===== src/rtl/fifo_sync_pkg.sv =====
// fifo_sync_pkg: shared types and helpers for fifo_sync_dist.
//   read_mode_e  - read-side behaviour, mapped from the READ_MODE string
//   os_state_e   - FWFT output-register state
//   clog2_safe   - ceil(log2(n)), never less than 1
package fifo_sync_pkg;

  typedef enum logic {
    RM_STD  = 1'b0,
    RM_FWFT = 1'b1
  } read_mode_e;

  typedef enum logic {
    OS_EMPTY = 1'b0,
    OS_VALID = 1'b1
  } os_state_e;

  // Bounded loop so the function stays usable in constant expressions
  // and synthesis; a 1-bit result is the minimum so degenerate sizes
  // never produce zero-width vectors.
  function automatic int clog2_safe(input int n);
    int r;
    r = 0;
    for (int i = 0; i < 31; i++) begin
      if ((1 << i) < n) r = i + 1;
    end
    if (r < 1) r = 1;
    return r;
  endfunction

endpackage


===== src/rtl/dist_ram_sdp.sv =====
// dist_ram_sdp: simple dual-port RAM, DEPTH x WIDTH.
//   clk   - write clock
//   we    - write enable (synchronous write)
//   waddr - write address
//   wdata - write word
//   raddr - read address (asynchronous read)
//   rdata - word at raddr, combinational
// Asynchronous read with no reset on the array keeps this in LUT RAM.
module dist_ram_sdp #(
  parameter int DEPTH = 32,
  parameter int WIDTH = 8,
  parameter int AW    = 5
) (
  input  logic             clk,
  input  logic             we,
  input  logic [AW-1:0]    waddr,
  input  logic [WIDTH-1:0] wdata,
  input  logic [AW-1:0]    raddr,
  output logic [WIDTH-1:0] rdata
);

  logic [WIDTH-1:0] mem [DEPTH];

  always_ff @(posedge clk) begin
    if (we) mem[waddr] <= wdata;
  end

  assign rdata = mem[raddr];

endmodule


===== src/rtl/fifo_sync_dist.sv =====
// fifo_sync_dist: single-clock FIFO on distributed RAM with standard or
// first-word-fall-through read mode.
//   clk, rst           - clock, asynchronous active-high reset
//   wr_en, wr_data     - write request and word
//   wr_ack, overflow   - registered pulses: write accepted / write dropped
//   rd_en              - read request (std) or consume head word (fwft)
//   rd_data, rd_valid  - registered read word and its valid flag
//   underflow          - registered pulse: read while empty
//   full, empty, prog_full, prog_empty - status flags
//   count              - words held, including the FWFT output register
//   os_state           - FWFT output-register state (OS_EMPTY in std mode)
//
// Handshake: a write is accepted on any edge where wr_en=1 and full=0; a
// read is accepted on any edge where rd_en=1 and empty=0. Requests made
// while full/empty are dropped and reported by overflow/underflow on the
// following cycle. A read never frees room for a write on the same edge.
module fifo_sync_dist
  import fifo_sync_pkg::*;
#(
  parameter int    DATA_WIDTH        = 8,
  parameter int    FIFO_DEPTH        = 32,
  parameter string READ_MODE         = "std",
  parameter int    PROG_FULL_THRESH  = 24,
  parameter int    PROG_EMPTY_THRESH = 8
) (
  input  logic                               clk,
  input  logic                               rst,
  input  logic                               wr_en,
  input  logic [DATA_WIDTH-1:0]              wr_data,
  output logic                               wr_ack,
  output logic                               overflow,
  input  logic                               rd_en,
  output logic [DATA_WIDTH-1:0]              rd_data,
  output logic                               rd_valid,
  output logic                               underflow,
  output logic                               full,
  output logic                               empty,
  output logic                               prog_full,
  output logic                               prog_empty,
  output logic [clog2_safe(FIFO_DEPTH):0]    count,
  output os_state_e                          os_state
);

  localparam int AW = clog2_safe(FIFO_DEPTH);
  localparam int CW = AW + 1;
  localparam read_mode_e RM = (READ_MODE == "fwft") ? RM_FWFT : RM_STD;

  localparam logic [CW-1:0] DEPTH_C = CW'(FIFO_DEPTH);
  localparam logic [CW-1:0] PF_C    = CW'(PROG_FULL_THRESH);
  localparam logic [CW-1:0] PE_C    = CW'(PROG_EMPTY_THRESH);

  // Elaboration-time parameter checks.
  if (FIFO_DEPTH < 16 || FIFO_DEPTH > 256 ||
      (FIFO_DEPTH & (FIFO_DEPTH - 1)) != 0) begin : g_bad_depth
    $error("fifo_sync_dist: FIFO_DEPTH must be a power of two in 16..256");
  end
  if (DATA_WIDTH < 1 || DATA_WIDTH > 256) begin : g_bad_width
    $error("fifo_sync_dist: DATA_WIDTH must be in 1..256");
  end
  if (READ_MODE != "std" && READ_MODE != "fwft") begin : g_bad_mode
    $error("fifo_sync_dist: READ_MODE must be \"std\" or \"fwft\"");
  end
  if (PROG_FULL_THRESH < 1 || PROG_FULL_THRESH > FIFO_DEPTH - 1) begin : g_bad_pf
    $error("fifo_sync_dist: PROG_FULL_THRESH out of range");
  end
  if (PROG_EMPTY_THRESH < 0 || PROG_EMPTY_THRESH > FIFO_DEPTH - 2) begin : g_bad_pe
    $error("fifo_sync_dist: PROG_EMPTY_THRESH out of range");
  end

  logic [AW-1:0]         wr_ptr;
  logic [AW-1:0]         rd_ptr;
  logic [DATA_WIDTH-1:0] ram_q;
  logic                  wr_acc;
  logic                  rd_acc;
  logic                  ram_rd;     // pop the RAM head into rd_data
  logic                  valid_nxt;
  logic [CW-1:0]         ram_occ;    // words still in RAM (excludes FWFT stage)

  dist_ram_sdp #(
    .DEPTH (FIFO_DEPTH),
    .WIDTH (DATA_WIDTH),
    .AW    (AW)
  ) u_ram (
    .clk   (clk),
    .we    (wr_acc),
    .waddr (wr_ptr),
    .wdata (wr_data),
    .raddr (rd_ptr),
    .rdata (ram_q)
  );

  // Flags come straight from the registered count / rd_valid.
  assign full       = (count == DEPTH_C);
  assign prog_full  = (count >= PF_C);
  assign prog_empty = (count <= PE_C);
  assign empty      = (RM == RM_FWFT) ? ~rd_valid : (count == '0);

  always_comb begin
    wr_acc    = wr_en & ~full;
    rd_acc    = 1'b0;
    ram_rd    = 1'b0;
    valid_nxt = 1'b0;
    ram_occ   = count;
    if (RM == RM_FWFT) begin
      ram_occ   = count - CW'(rd_valid);
      rd_acc    = rd_en & rd_valid;
      // Refill the output register whenever it is empty or being consumed,
      // so a steady stream sees no bubble.
      ram_rd    = (ram_occ != '0) & (~rd_valid | rd_en);
      valid_nxt = ram_rd | (rd_valid & ~rd_en);
    end else begin
      rd_acc    = rd_en & ~empty;
      ram_rd    = rd_acc;
      valid_nxt = rd_acc;
    end
  end

  always_ff @(posedge clk or posedge rst) begin
    if (rst) begin
      wr_ptr    <= '0;
      rd_ptr    <= '0;
      count     <= '0;
      rd_data   <= '0;
      rd_valid  <= 1'b0;
      wr_ack    <= 1'b0;
      overflow  <= 1'b0;
      underflow <= 1'b0;
      os_state  <= OS_EMPTY;
    end else begin
      wr_ack    <= wr_acc;
      overflow  <= wr_en & full;
      underflow <= rd_en & empty;
      rd_valid  <= valid_nxt;

      // Depth is a power of two, so pointer wrap is plain overflow.
      if (wr_acc) wr_ptr <= wr_ptr + AW'(1);
      if (ram_rd) begin
        rd_ptr  <= rd_ptr + AW'(1);
        rd_data <= ram_q;
      end

      case ({wr_acc, rd_acc})
        2'b10:   count <= count + CW'(1);
        2'b01:   count <= count - CW'(1);
        default: count <= count;
      endcase

      if (RM == RM_FWFT) begin
        case (os_state)
          OS_EMPTY: if (ram_rd) os_state <= OS_VALID;
          OS_VALID: if (rd_en && !ram_rd) os_state <= OS_EMPTY;
          default:  os_state <= OS_EMPTY;
        endcase
      end else begin
        os_state <= OS_EMPTY;
      end
    end
  end

endmodule


===== config.mk =====
export PLATFORM = sky130hd
export DESIGN_NAME = fifo_sync_dist
export DESIGN_NICKNAME = d
export VERILOG_FILES = /design/src/rtl/fifo_sync_pkg.sv /design/src/rtl/dist_ram_sdp.sv /design/src/rtl/fifo_sync_dist.sv
export SDC_FILE = /design/constraint.sdc
export NUM_CORES = 1
export LEC_CHECK = 0
export CORE_ASPECT_RATIO = 0.9
export CORE_MARGIN = 2
export CORE_UTILIZATION = 40
export CTS_CLUSTER_SIZE = 24
export DETAILED_ROUTE_END_ITERATION = 10
export GPL_TIMING_DRIVEN = 0
export PLACE_DENSITY = 0.62
export SETUP_SLACK_MARGIN = 0.3
export SKIP_LAST_GASP = 1
export SLEW_MARGIN = 20
export SYNTH_ARGS = -nofsm -noshare
export SYNTH_HDL_FRONTEND = slang
export SYNTH_SLANG_ARGS = --single-unit

===== constraint.sdc =====
create_clock -name clk -period 2.51 [get_ports clk]
set_input_delay 0.753 -clock clk [delete_from_list [all_inputs] [get_ports clk]]
set_output_delay 0.753 -clock clk [all_outputs]
set_load 0.02 [all_outputs]

# [Word-level counts from Yosys, hierarchy flattened]
# Memories as Yosys holds them, arrays and structs flattened. A register that Yosys moved wholly into a read port is not among the register bits.
# Cells that the tools add are included.
[word_totals] memories=1 output_inout_bits=23 wordCells=28 register_bits=20 in_bits=12 ram_bits=256
[op_classes] n_mux=3 reduce_logical=2 n_eq_ne=3 bitwise=6 n_addsub=4 magnitude_cmp=2
[memory_table] memory="u_ram.mem" depth=32 width=8 rd=1 rd_ports_with_merged_regs=1 wr=1 line_no="dist_ram_sdp.sv:22" text="logic [WIDTH-1:0] mem [DEPTH];"
[op_table] cell="6-bit one-hot mux with 2 select lines" count=1
[op_table] cell="5-bit by 1-bit adder with 5-bit output (second input constant)" count=2
[op_table] cell="6-bit by 1-bit adder with 6-bit output (second input constant)" count=1
[op_table] cell="6-bit equality test (second input constant)" count=1
[op_table] cell="6-bit by 5-bit >= comparator with 1-bit output (second input constant)" count=1
[op_table] cell="6-bit by 4-bit less-or-equal comparator with 1-bit output (second input constant)" count=1
[op_table] cell="6-bit zero test" count=1
[op_table] cell="6-bit by 1-bit subtractor with 6-bit output (second input constant)" count=1
[op_table] cell="1-bit AND" count=4
[op_table] cell="2-bit by 1-bit equality test with 1-bit output (second input constant)" count=1
[op_table] cell="2-bit equality test (second input constant)" count=1
[op_table] cell="1-bit two-way mux" count=2
[op_table] cell="1-bit inverter" count=2
[op_table] cell="2-bit nonzero test" count=1

# [Longest topological paths before layout]
# Gate-level depths: netlist (run 1).
[depth] ltp_word=5 mapped_depth=15

# [Modules after synthesis]
# From an unflattened synthesis (run 1), not the netlist that was laid out.
[hier_totals] hier_cells=528 area_unflattened_um2=11287.1
[modules_own_cells] module="dist_ram_sdp" area_each_um2=9893.2 cells_per_inst=409 n_inst=1 seq_area_each_um2=7687.4
[modules_own_cells] module="fifo_sync_dist" area_each_um2=1393.8 cells_per_inst=119 n_inst=1 seq_area_each_um2=700.7

# [Worst setup path before layout (run 1)]
# Ideal clock, no wire load.
[synth_path] path_type="reg-to-reg" start="register count[2]" end="register count[4]" setup_time_ps=139 arrival_ps=3011 period_less_slack_ps=3150 stages_incl_launch_ff=15 required_time_ps=2371 setup_slack_ps=-640 n_path_buf=3 path_cell_list="dfrtp_1 buf_6 or3_4 nor4b_4 nor2b_1 buf_6 inv_2 ha_1 buf_2 xor2_1 ha_1 nor2b_1 a222oi_1 nor2_1 xor2_1"
[synth_between] elab_chain_cells=5 word_cells_on_any_way=12 classes_between="add/sub (2); eq/ne (3); mux (1); bitwise (4); reduce/logical (2)"
[synth_rtl] item="from (decl)" line_no="fifo_sync_dist.sv:40" text="output logic [clog2_safe(FIFO_DEPTH):0] count,"
[synth_rtl] item="from (signal assigned)" line_no="fifo_sync_dist.sv:143" text="2'b10: count <= count + CW'(1);"
[synth_rtl] item="from (signal assigned)" line_no="fifo_sync_dist.sv:144" text="2'b01: count <= count - CW'(1);"
[synth_rtl] item="from (signal assigned)" line_no="fifo_sync_dist.sv:145" text="default: count <= count;"
[synth_rtl] item="6-bit equality test (*)" line_no="fifo_sync_dist.sv:93" text="assign full = (count == DEPTH_C);"
[synth_rtl] item="via full" line_no="fifo_sync_dist.sv:36" text="output logic full,"
[synth_rtl] item="1-bit inverter (*)" line_no="fifo_sync_dist.sv:99" text="wr_acc = wr_en & ~full;"
[synth_rtl] item="1-bit AND (*)" line_no="fifo_sync_dist.sv:99"
[synth_rtl] item="via u_ram.we" line_no="dist_ram_sdp.sv:15" text="input logic we,"
[synth_rtl] item="2-bit by 1-bit equality test with 1-bit output / 2-bit equality test (equally long branches)" line_no="fifo_sync_dist.sv:142" text="case ({wr_acc, rd_acc})"
[synth_rtl] item="6-bit one-hot mux with 2 select lines / 2-bit nonzero test (equally long branches)"
# Mark *: on every way through the listed nets, which the timed path passes. The rest lies on a longest branch.
# A chain may end at the register's enable or synchronous reset.

# [Worst setup path in the final report (run 1)]
[layout_path] start="register count[2]" end="register count[4]"
[layout_between] elab_chain_cells=5 word_cells_on_any_way=12 classes_between="add/sub (2); eq/ne (3); mux (1); bitwise (4); reduce/logical (2)"
[layout_rtl] item="6-bit zero test (*)" line_no="fifo_sync_dist.sv:96" text="assign empty = (RM == RM_FWFT) ? ~rd_valid : (count == '0);"
[layout_rtl] item="1-bit inverter (*)" line_no="fifo_sync_dist.sv:112" text="rd_acc = rd_en & ~empty;"
[layout_rtl] item="1-bit AND (*)" line_no="fifo_sync_dist.sv:112"
[layout_rtl] item="via ram_rd" line_no="fifo_sync_dist.sv:75" text="logic ram_rd;"
[layout_rtl] item="2-bit by 1-bit equality test with 1-bit output / 2-bit equality test (equally long branches)" line_no="fifo_sync_dist.sv:142"
[layout_rtl] item="6-bit one-hot mux with 2 select lines / 2-bit nonzero test (equally long branches)"
# Marks and branches as above.

==> results of run 1 <==
## cell type report
cell class              count  area, um^2
fillers                  2266       14100
diodes                      1        2.50
inverters                   5        36.3
flip-flops and latches    284        8390
repair buffers             59         487
clock buffers              36         792
clock inverters            16         224
multi-input cells         304        3320
well taps                 360         450
plain buffers              38         313
## stage by stage
step / std cells / worst slack (ns) / power, mW
after floorplan: 631 / -0.517 / 9.24
after CTS: 1094 / -0.406 / 15.7
after detailed placement: 1024 / -0.654 / 10.8
final: 1103 / -0.365 / 15.9
after global placement: 1024 / -0.584 / 10.7
after global routing: 1102 / -0.505 / 16.6
## cell families after synthesis
kind of cell             share of synthesized area (%)
AO/OA/AOI/OAI                                     4.20
XOR/XNOR                                          1.22
adder cells (fa/ha/maj)                          0.870
buffers and inverters                             2.32
flip-flops                                        72.9
multiplexers                                      13.9
other                                           0.0326
AND/OR/NAND/NOR                                   4.55
## cell usage in the layout, fill, tap and decap left out, types with 9 or more instances in the layout
cell type,netlist,final
a21oi_1,16,12
dlygate4sd2_1,0,17
clkbuf_1,12,12
mux2i_1,40,32
mux2_2,23,23
o22ai_1,14,10
buf_2,7,11
buf_6,8,14
edfxtp_1,256,256
buf_4,9,31
mux4_2,42,42
clkbuf_16,0,29
nand2_1,17,17
xnor2_1,9,9
dfrtp_1,28,25
nor2_4,0,27
nor2_1,47,15
## path summary, 6_finish.rpt
| check | slack [ns] | endpoint | cells past startpoint |
|---|---|---|---|
| max | -0.37 | count[4] | 15 |
| min | 0.52 | rd_data[2] | 2 |
| max reg2reg | -0.37 | count[4] | 15 |
| min reg2reg | 0.52 | rd_data[2] | 2 |
| max in group asynchronous | 1.42 | count[2] | 2 |
| min in group asynchronous | 0.62 | underflow | 2 |
## where the power goes
part / switching (mW) / internal, mW
combinational: 3.18 / 2.36
clock: 1.77 / 2.75
sequential: 0.233 / 5.64
## repair_timing
action                                  4_1_cts  5_1_grt
pin swaps                                    15       13
gates resized for setup                     106       59
endpoints found under the setup margin      290      241
buffers inserted                             18        8
hold endpoints to repair                      0        0
## worst max-delay path: cells and delay by family, from the launching register on
family	cells	cell delay, ns
AND/OR/NAND/NOR	5	0.94
flip-flops	1	0.40
buffers and inverters	4	0.40
adder cells (fa/ha/maj)	2	0.33
XOR/XNOR	2	0.33
AO/OA/AOI/OAI	1	0.28
multiplexers	1	0.06
## sequential cells by signal, summed over array words and instances (netlist names)
signal and count:
wr_ack 1, u_ram.mem 256, overflow 1, rd_ptr 5
count 6, rd_data 8, rd_valid 1, underflow 1
wr_ptr 5
## per-layer routing
layer | vias to the layer above | part of all wire [%] | GRT usage, %
li1 | 2679 | - | -
met1 | 3205 | 44 | 24.7
met2 | 145 | 48 | 28.7
met3 | 41 | 5.5 | 3.26
met4 | 0 | 1.7 | 3.64
met5 | - | 0 | 0
==> summary.md, run 1 <==
| Metric | Value |
|---|---|
| Outcome | complete, but fails checks |
| Failing checks | setup timing |
| Nets | 740 |
| Core Util, Final | 49.8% |
| Routed vias/inst | 5.50 |
| Cell variety after synth | 52 |
| CP max stage cell | or3_4 |
| Hold WC Path Type | reg2reg |
| Die footprint | 30200 um^2 |
| I/O Buffers | 33 |
| IO Pins | 35 |
| Power Dens Cells | 1140 nW/um^2 |
| # rows | between 50 and 60 |
| Vias in the first global route | 6338 |
| CP Cell Sequence | buf_6 -> or3_4 -> nor4_4 -> nand2b_4 -> buf_8 -> inv_12 -> ha_4 -> buf_6 -> xor2_2 -> ha_4 -> nand2_1 -> mux2i_1 -> a222oi_1 -> nor2_1 -> xor2_1 |
| WHS | roughly 0.52 ns |
| WP data required | 2.93 ns |
| Initial antenna violation count | 0 |
| Final setup vio count | 8 |
| Mean Syn Cell Area | 18.2 um^2 |
| Setup TNS | -1.79 ns |
| CP Launch Type | flip-flop |
| Worst Hold Launch | rd_data[2] |
| CP Capture Type | flip-flop |
| Routed WL | 25900 um |
| Top-area cell type share of the netlist area | 66.8% |
| Worst setup path class | reg2reg |
| Die X | 183 um |
| Grt ovf | 0 |
| Synthesized area | 11500 um^2 |
| Arrival time worst endpoint | 3.30 ns |
| Lkg Pwr | 4.68 nW |
| Unrepaired setup endpoints after global routing | true |
| Layout cells sized above 1 | 34.5% |
| First-pass GRT wire length | slightly below 40000 um |
| Worst Path Max Fanout | 5 |
| Yosys Warn Count | 0 |
| Slew Limit Fails | 0 |
| Net Count, Synth | 651 |
| Slew margin rel. | 32.2% |
| Clk_lat worst skew | 0.55 ns |
| Top post-synthesis cells by area | edfxtp_1, mux4_2, dfrtp_1 |
| Register clock-pin slew on the reported worst setup and hold paths | 0.06 ns |
| Critical path origin | count[2] |
| First-pass detailed-route iteration total | 4 |
| Tmin final | about 2.9 ns |
| Final hold vios | 0 |
| DR DRC count | 0 |
| Routability cong. | 0.814 |
| Clk sink count | between 200 and 300 |
| Synth area leader | edfxtp_1 |
| Starting density of the core | about two fifths |
| Count leader, synth | edfxtp_1 |
| Setup Skew | 0.0147 ns |
| CP peak stage delay | about 0.42 ns |
| Primary FF master, synth | edfxtp_1 |
| Worst flop-to-flop path startpoint | count[2] |
| Post-synth ARST share | 9.86% |
| Worst Tran Pin Value | 1.01 ns |
| Syn Inst Count | 631 |
| DR iter-0 viols | ~440 |
| Area delta synth->final | 21.8% |
| H-Tree Depth | 1 |
| Largest net degree at the start of global routing | 33 |
| Period Utilization, post-route | 115% |
| Max clock buf depth | 3 |
| Placed cell areas | approximately 12000 um^2 |
| CTS Hold Buffers Added | 0 |
| DP HPWL | 16300 um |
| Via count | 6070 |
| Number of synthesized flops with an enable pin | about 260 |
| Max Cap Violations | 0 |
| Post-synthesis register bit count | 284 |
| CTS Root Buffer Type | clkbuf_16 |
| Achievable Freq | 0.348 GHz |
| Num CTS Buffers | 28 |
| Final Cell Area | 14000 um^2 |
| CTS tree | built |
| Final antenna-violating net count | 0 |
| Global Route Usage Sum | 17.5% |
| Die Y | approximately 160 um |
| Final setup margin | -0.365 ns |
| IR drop worst, VDD | approximately 0.00066 V |
| Wire per inst | 23.5 um |
| Total core area | around 28000 um^2 |
| Top cells by count, synth | edfxtp_1, nor2_1, mux4_2 |
| Seq/Total Area, Yosys | around 73% |
(Power assumes the default switching activity.)
==> run 2: changes to the inputs <==
CELL_PAD_IN_SITES_DETAIL_PLACEMENT = 1   (was not set)
CELL_PAD_IN_SITES_GLOBAL_PLACEMENT = 2   (was not set)
CTS_CLUSTER_SIZE = 20   (was 24)
PLACE_DENSITY = 0.75   (was 0.62)
TNS_END_PERCENT = 100   (was not set)
==> run 2 against run 1 <==
  * Sequential share of layout area down 0.14 points
  * First-iteration DRC count fell by 3.9%
  * Routed wire length rose by 4.1%
  * Final cell count up 0.36%
  * Critical path type unchanged
  * Via count fell by 0.35%
  * Register-to-register slack worse by 0.06 ns
  * Die area unchanged
  * Worst hold slack got worse by 0.019 ns
  * Maximum frequency decreased by 1.9%
  * Flip-flop and latch count unchanged
  * The flow still finishes with violations (setup timing)
  * Highest routed layer unchanged
  * Critical path depth fell by 4
  * Sequential power hardly changed
==> summary.md, run 2 (synthesis results as in run 1) <==
| Metric | Value |
|---|---|
| Outcome | complete, but fails checks |
| Failing checks | setup timing |
| DP HPWL | 17100 um (+5.1%) |
| Worst Tran Pin Value | 0.690 ns (-0.324 ns) |
| Nets | 745 (+0.68%) |
| DR DRC count | 0 (unchanged) |
| Area delta synth->final | 22.1% |
| Wire per inst | 24.4 um (+3.8%) |
| Clk sink count | 284 (unchanged) |
| IR drop worst, VDD | 0.000789 V (+20%) |
| CTS Root Buffer Type | clkbuf_16 |
| Starting density of the core | 40.9% (unchanged) |
| Vias in the first global route | 6515 (+2.8%) |
| Most frequent cells in the layout | edfxtp_1, mux4_2, mux2i_1, buf_4, clkbuf_16 |
| CP Cell Sequence | or3_4 -> nor4_4 -> nand2b_4 -> buf_12 -> inv_12 -> ha_4 -> buf_4 -> a32o_2 -> or4_4 -> a31oi_4 -> xor2_1 |
| Final antenna-violating net count | 0 (unchanged) |
| Worst setup path class | reg2reg |
| DR iter-0 viols | 421 (-3.9%) |
| # diodes | 0 (-1) |
| Global Route Usage Sum | 18.2% (+0.67 points) |
| Worst reg2reg setup slack | -0.42 ns (-0.06 ns) |
| Die X | 183 um (unchanged) |
| Register clock-pin slew on the reported worst setup and hold paths | 0.06 ns (about the same) |
| Via count | 6049 (-0.35%) |
| Hold WC Path Type | reg2reg |
| Final hold vios | 0 (unchanged) |
| Routed vias/inst | 5.46 (-0.71%) |
| Reg with most FFs | u_ram.mem |
| Commonest non-fill, non-tap cell in the layout | edfxtp_1 |
| Power Dens Cells | 1140 nW/um^2 (+0.28%) |
| Arrival time worst endpoint | 3.39 ns (+0.09 ns) |
| Largest register FFs | 256 (unchanged) |
| Biggest regs | u_ram.mem (256), rd_data (8), count (6) |
| Setup Skew | 0.00943 ns (-0.00531 ns) |
| Sw frac | 32.4% (-0.10 points) |
| Sequential share of power | 36.7% (-0.2 points) |
| First-pass GRT wire length | 40700 um (+4.0%) |
| Max clock buf depth | 3 (unchanged) |
| Worst Hold Launch | rd_data[2] |
| Die footprint | 30200 um^2 (unchanged) |
| Routed WL | 27000 um (+4.1%) |
| Final setup margin | -0.421 ns (-0.0554 ns) |
| Grt ovf | 0 (unchanged) |
| Layout cells sized above 1 | 34.9% (+0.44 points) |
| Initial antenna violation count | 0 (unchanged) |
| Buffers and inverters on the worst path | 3 (-1) |
| Die Y | 165 um (unchanged) |
| R2R depth | 11 (-4) |
| CP peak stage delay | 0.50 ns (+0.08 ns) |
| Period Utilization, post-route | 117% (+2.2 points) |
| Largest net degree at the start of global routing | 33 (unchanged) |
| Fillcell total | 2604 (+15%) |
| CTS tree | built |
| Slew Limit Fails | 0 (unchanged) |
| Unrepaired setup endpoints after global routing | true |
| Setup TNS | -2.11 ns (-0.325 ns) |
| Combinational Power Share | 35.1% (+0.3 points) |
| Lkg Pwr | 4.73 nW (+1.0%) |
| Total core area | 28200 um^2 (unchanged) |
| First-pass detailed-route iteration total | 4 (unchanged) |
| Final Cell Area | 14100 um^2 (+0.24%) |
| # rows | 58 (unchanged) |
| Num CTS Buffers | 29 (+3.6%) |
| R2r endpoint | count[5] |
| Internal power | 10.8 mW (+0.68%) |
| CP max stage cell | or4_4 |
| Clk_lat worst skew | 0.54 ns (about the same) |
| CP Capture Type | flip-flop |
| Final setup vio count | 7 (-1) |
| CTS Hold Buffers Added | 0 (unchanged) |
| Placed cell areas | 12300 um^2 (unchanged) |
| Worst flop-to-flop path startpoint | count[1] |
| Tmin final | 2.93 ns (+0.0554 ns) |
| Worst Path Max Fanout | 7 (+2) |
| Routability cong. | 0.767 (-5.8%) |
| I/O Buffers | 33 (unchanged) |
| IO Pins | 35 (unchanged) |
| Top Family by Delay on Critical Path | simple AND/OR/NAND/NOR gates |
| Achievable Freq | 0.341 GHz (-1.9%) |
| Max Cap Violations | 0 (unchanged) |
| WP data required | 2.97 ns (+0.04 ns) |
| P_sw | 5.19 mW (+0.20%) |
| H-Tree Depth | 1 (unchanged) |
| Slew margin rel. | 54.0% (+22 points) |
| Clk pwr share | 28.2% (about the same) |
| Hold Path Stages | 2 (unchanged) |
| CP Launch Type | flip-flop |
| Hold Path End | rd_data[2] |
==> run 2: cell types whose count changed in the layout (fill, tap and decap cells not counted), sizes merged <==
cell	change
clkbuf	+8
buf	+4
clkinv	-3
clkinvlp	-2
bufinv	-1
clkdlybuf4s15	+1
clkdlybuf4s50	-1
diode	-1
dlymetal6s2s	-1
==> run 2: cell type report <==
type / count / area [um^2] / area share [%]
flip-flops and latches: 284 / 8390 / 59.7
multi-input cells: 304 / 3320 / 23.6
clock buffers: 43 / 868 / 6.18
repair buffers: 63 / 500 / 3.56
well taps: 360 / 450 / 3.21
plain buffers: 38 / 340 / 2.42
clock inverters: 10 / 146 / 1.04
inverters: 5 / 33.8 / 0.240
==> run 2: how the worst max path moves through the flow <==
| stage | start | to | depth (start not counted) |
|---|---|---|---|
| floorplan | count[2] | count[4] | 15 |
| global placement | wr_en | count[4] | 13 |
| detailed placement | wr_en | count[4] | 13 |
| CTS | count[2] | prog_empty | 4 |
| global route | count[1] | count[5] | 11 |
| finish | count[1] | count[5] | 11 |
==> run 2: per-stage QoR <==
stage	instances	hold slack, ns	util, %	total power, mW	worst slack (ns)
finish	1107	0.501	49.9	16.0	-0.421
floorplan	631	0.543	-	9.24	-0.517
detailed placement	1024	0.501	43.8	10.9	-0.716
global route	1107	0.530	49.9	16.7	-0.505
CTS	1093	0.512	49.0	15.7	-0.404
global placement	1024	0.499	43.9	10.8	-0.599
==> run 2: worst reg2reg max path, stage by stage, from the launching register on <==
cell and delay (ns):
dfrtp_2 0.45, or3_4 0.45, nor4_4 0.17, nand2b_4 0.18
buf_12 0.11, inv_12 0.04, ha_4 0.15, buf_4 0.14
a32o_2 0.29, or4_4 0.50, a31oi_4 0.21, xor2_1 0.15
==> run 2: power groups by stage <==
stage	logic, mW	clock network, mW	registers [mW]
2_1_floorplan	3.20	0	6.05
3_3_place_gp	4.79	0	5.96
3_5_place_dp	4.91	0	5.98
4_1_cts	5.24	4.61	5.89
5_1_grt	6.02	4.78	5.92
6_report	5.63	4.51	5.88
==> run 2: metal layers <==
metal	GRT usage (%)	wire length (um)	up-vias
li1	-	-	2680
met1	26.0	12200	3215
met2	30.3	13200	121
met3	2.03	1110	33
met4	4.07	503	0
met5	0	0	-
==> run 2: what timing repair did <==
item / in CTS / in global routing
pin swaps: 17 / 16
setup buffers: 16 / 14
gates resized for setup: 119 / 52
hold endpoints to repair: 0 / 0
setup endpoints to repair: 290 / 250
==> run 3: changes to the inputs <==
--- a/config.mk
+++ b/config.mk
@@ -11,3 +11,3 @@
 export CORE_MARGIN = 2
-export CORE_UTILIZATION = 40
+export CORE_UTILIZATION = 43
 export CTS_CLUSTER_SIZE = 20
@@ -15,3 +15,3 @@
 export GPL_TIMING_DRIVEN = 0
-export PLACE_DENSITY = 0.75
+export PLACE_DENSITY = 0.8
 export SETUP_SLACK_MARGIN = 0.3
--- a/constraint.sdc
+++ b/constraint.sdc
@@ -3,2 +3,2 @@
 set_output_delay 0.753 -clock clk [all_outputs]
-set_load 0.02 [all_outputs]
+set_load 0.01 [all_outputs]
==> run 3 against run 2 <==
  * The run still ends with setup timing left
  * Critical path depth up 1
  * Utilization up 3.7 points
  * Non-clock buffer count up 4
  * Maximum frequency down 0.53%
  * Worst setup slack worse by 0.016 ns
  * Global-route usage up 1.5 points
  * Die area down 6.8%
  * Register-to-register slack worse by 0.02 ns
  * Via count up 2.0%
  * First-iteration DRC count down 5.7%
  * Highest routed layer unchanged
==> summary.md, run 3 (synthesis results as in run 1) <==
| Metric | Value |
|---|---|
| Outcome | complete, but fails checks |
| Failing checks | setup timing |
| H-Tree Depth | 1 (unchanged) |
| Die X | 176 um (-3.5%) |
| CP Capture Type | flip-flop |
| Tmin final | 2.95 ns (+0.0157 ns) |
| Routed vias/inst | 5.62 (+2.9%) |
| Max clock buf depth | 3 (unchanged) |
| Wire per inst | 25.0 um (+2.6%) |
| Achievable Freq | 0.339 GHz (-0.53%) |
| First-pass GRT wire length | 41100 um (+0.88%) |
| PnR Total Power | 16.1 mW (+0.18%) |
| Num CTS Buffers | 29 (unchanged) |
| Area delta synth->final | 22.1% (about the same) |
| CTS Root Buffer Type | clkbuf_16 |
| IR drop worst, VDD | 0.000745 V (-5.5%) |
| Unrepaired setup endpoints after global routing | true |
| Final setup vio count | 8 (+1) |
| Core Util, Final | 53.6% (+3.7 points) |
| WP data required | 2.96 ns (about the same) |
| Clk_lat worst skew | 0.53 ns (about the same) |
| Hold WC Path Type | reg2reg |
| Largest net degree at the start of global routing | 33 (unchanged) |
| # rows | 56 (-3.4%) |
| WHS | 0.491 ns (-0.00976 ns) |
| Arrival time worst endpoint | 3.39 ns (about the same) |
| Slew margin rel. | 52.2% (-1.8 points) |
| Register clock-pin slew on the reported worst setup and hold paths | 0.06 ns (about the same) |
| Final setup margin | -0.437 ns (-0.0157 ns) |
| Die footprint | 28100 um^2 (-6.8%) |
| Slew Limit Fails | 0 (unchanged) |
| Biggest regs | u_ram.mem (256), rd_data (8), count (6) |
| CP Launch Type | flip-flop |
| Global Route Usage Sum | 19.6% (+1.5 points) |
| Lkg Pwr | 4.75 nW (+0.56%) |
| # diodes | 0 (unchanged) |
| Worst Path Max Fanout | 3 (-4) |
| Largest register FFs | 256 (unchanged) |
| Clk sink count | 284 (unchanged) |
| Setup Skew | 0.00816 ns (-0.00127 ns) |
| Reg with most FFs | u_ram.mem |
| Layout cells sized above 1 | 33.9% (-1.1 points) |
| IO Pins | 35 (unchanged) |
| DP HPWL | 17200 um (+0.73%) |
| Via count | 6172 (+2.0%) |
| DR iter-0 viols | 397 (-5.7%) |
| Final antenna-violating net count | 0 (unchanged) |
| I/O Buffers | 33 (unchanged) |
| CTS tree | built |
| Commonest non-fill, non-tap cell in the layout | edfxtp_1 |
| Nets | 749 (+0.54%) |
| Fillcell total | 2351 (-9.7%) |
| Starting density of the core | 43.9% (+3.0 points) |
| Power Dens Cells | 1140 nW/um^2 (+0.19%) |
| Routability cong. | 0.789 (+2.9%) |
| First-pass detailed-route iteration total | 5 (+1) |
| Worst Tran Pin Value | 0.717 ns (+0.0275 ns) |
| Most frequent cells in the layout | edfxtp_1, mux4_2, mux2i_1, buf_4, clkbuf_16 |
| Initial antenna violation count | 0 (unchanged) |
| Max Cap Violations | 0 (unchanged) |
| Vias in the first global route | 6662 (+2.3%) |
| Grt ovf | 0 (unchanged) |
| Total core area | 26200 um^2 (-6.9%) |
| CTS Hold Buffers Added | 0 (unchanged) |
| Die Y | 159 um (-3.5%) |
| Final hold vios | 0 (unchanged) |
| Period Utilization, post-route | 117% (+0.63 points) |
| Worst setup path class | reg2reg |
| Routed WL | 27500 um (+1.8%) |
| DR DRC count | 0 (unchanged) |
==> run 3: cell types whose count changed in the layout (fill, tap and decap cells not counted), sizes merged <==
cell | before | now
clkdlybuf4s15 | 1 | 0
clkbuf | 56 | 45
buf | 67 | 70
clkdlybuf4s50 | 3 | 6
bufinv | 4 | 7
clkinv | 6 | 14
dlymetal6s2s | 0 | 3
dlygate4sd2 | 17 | 12
==> run 3: repair_timing <==
| item | CTS | global route |
|---|---|---|
| buffers inserted | 26 | 8 |
| setup endpoints to repair | 284 | 255 |
| resized for setup | 103 | 51 |
| pin swaps | 15 | 17 |
==> run 3: per-layer routing <==
layer,part of all wire [%],track usage [%]
met3,3.5,2.39
met1,43,27.1
met5,0,0
met2,51,33.6
met4,2.2,4.47
==> run 3: through the flow <==
step                      setup slack [ns]  std cells  cell area [um^2]  setup TNS (ns)
final                               -0.437       1098             14100           -2.28
after global routing                -0.537       1098             14100           -2.99
after detailed placement            -0.758       1012             12300         -115.50
after CTS                           -0.366       1090             13800           -2.07
after floorplan                     -0.434        631             11600           -1.50
after global placement              -0.691       1012             12300          -97.27
==> run 3: path summary, 6_finish.rpt <==
path | to | from | slack [ns] | cells past startpoint
min | rd_data[0] | rd_data[0] | 0.49 | 2
min reg2reg | rd_data[0] | rd_data[0] | 0.49 | 2
min in group asynchronous | underflow | rst | 0.63 | 2
max in group asynchronous | count[1] | rst | 1.43 | 2
max reg2reg | count[5] | count[2] | -0.44 | 12
max | count[5] | count[2] | -0.44 | 12
==> run 3: power breakdown <==
group          internal [mW]  switching (mW)
logic                   2.46            3.15
clock network           2.81            1.76
registers               5.65           0.220
total                   10.9            5.13
==> run 3: worst max-delay path, cell delays in order (launching register included) <==
cell and delay, ns:
dfrtp_1 0.40, buf_6 0.12, or3_4 0.37, nor4_4 0.30, nand2b_4 0.18, buf_8 0.12, inv_12 0.04, ha_4 0.16
buf_4 0.13, a32o_2 0.28, or4_4 0.43, a31oi_4 0.16, xor2_1 0.18
==> run 3: final cells by class <==
cell class	instances	area (um^2)	area share (%)
buffer	38	330	2.35
clock buffer	31	733	5.22
clock inverter	21	274	1.95
inverter	5	33.8	0.240
multi-input combinational	304	3260	23.2
sequential	284	8390	59.7
tap	348	435	3.10
timing repair buffer	67	591	4.20
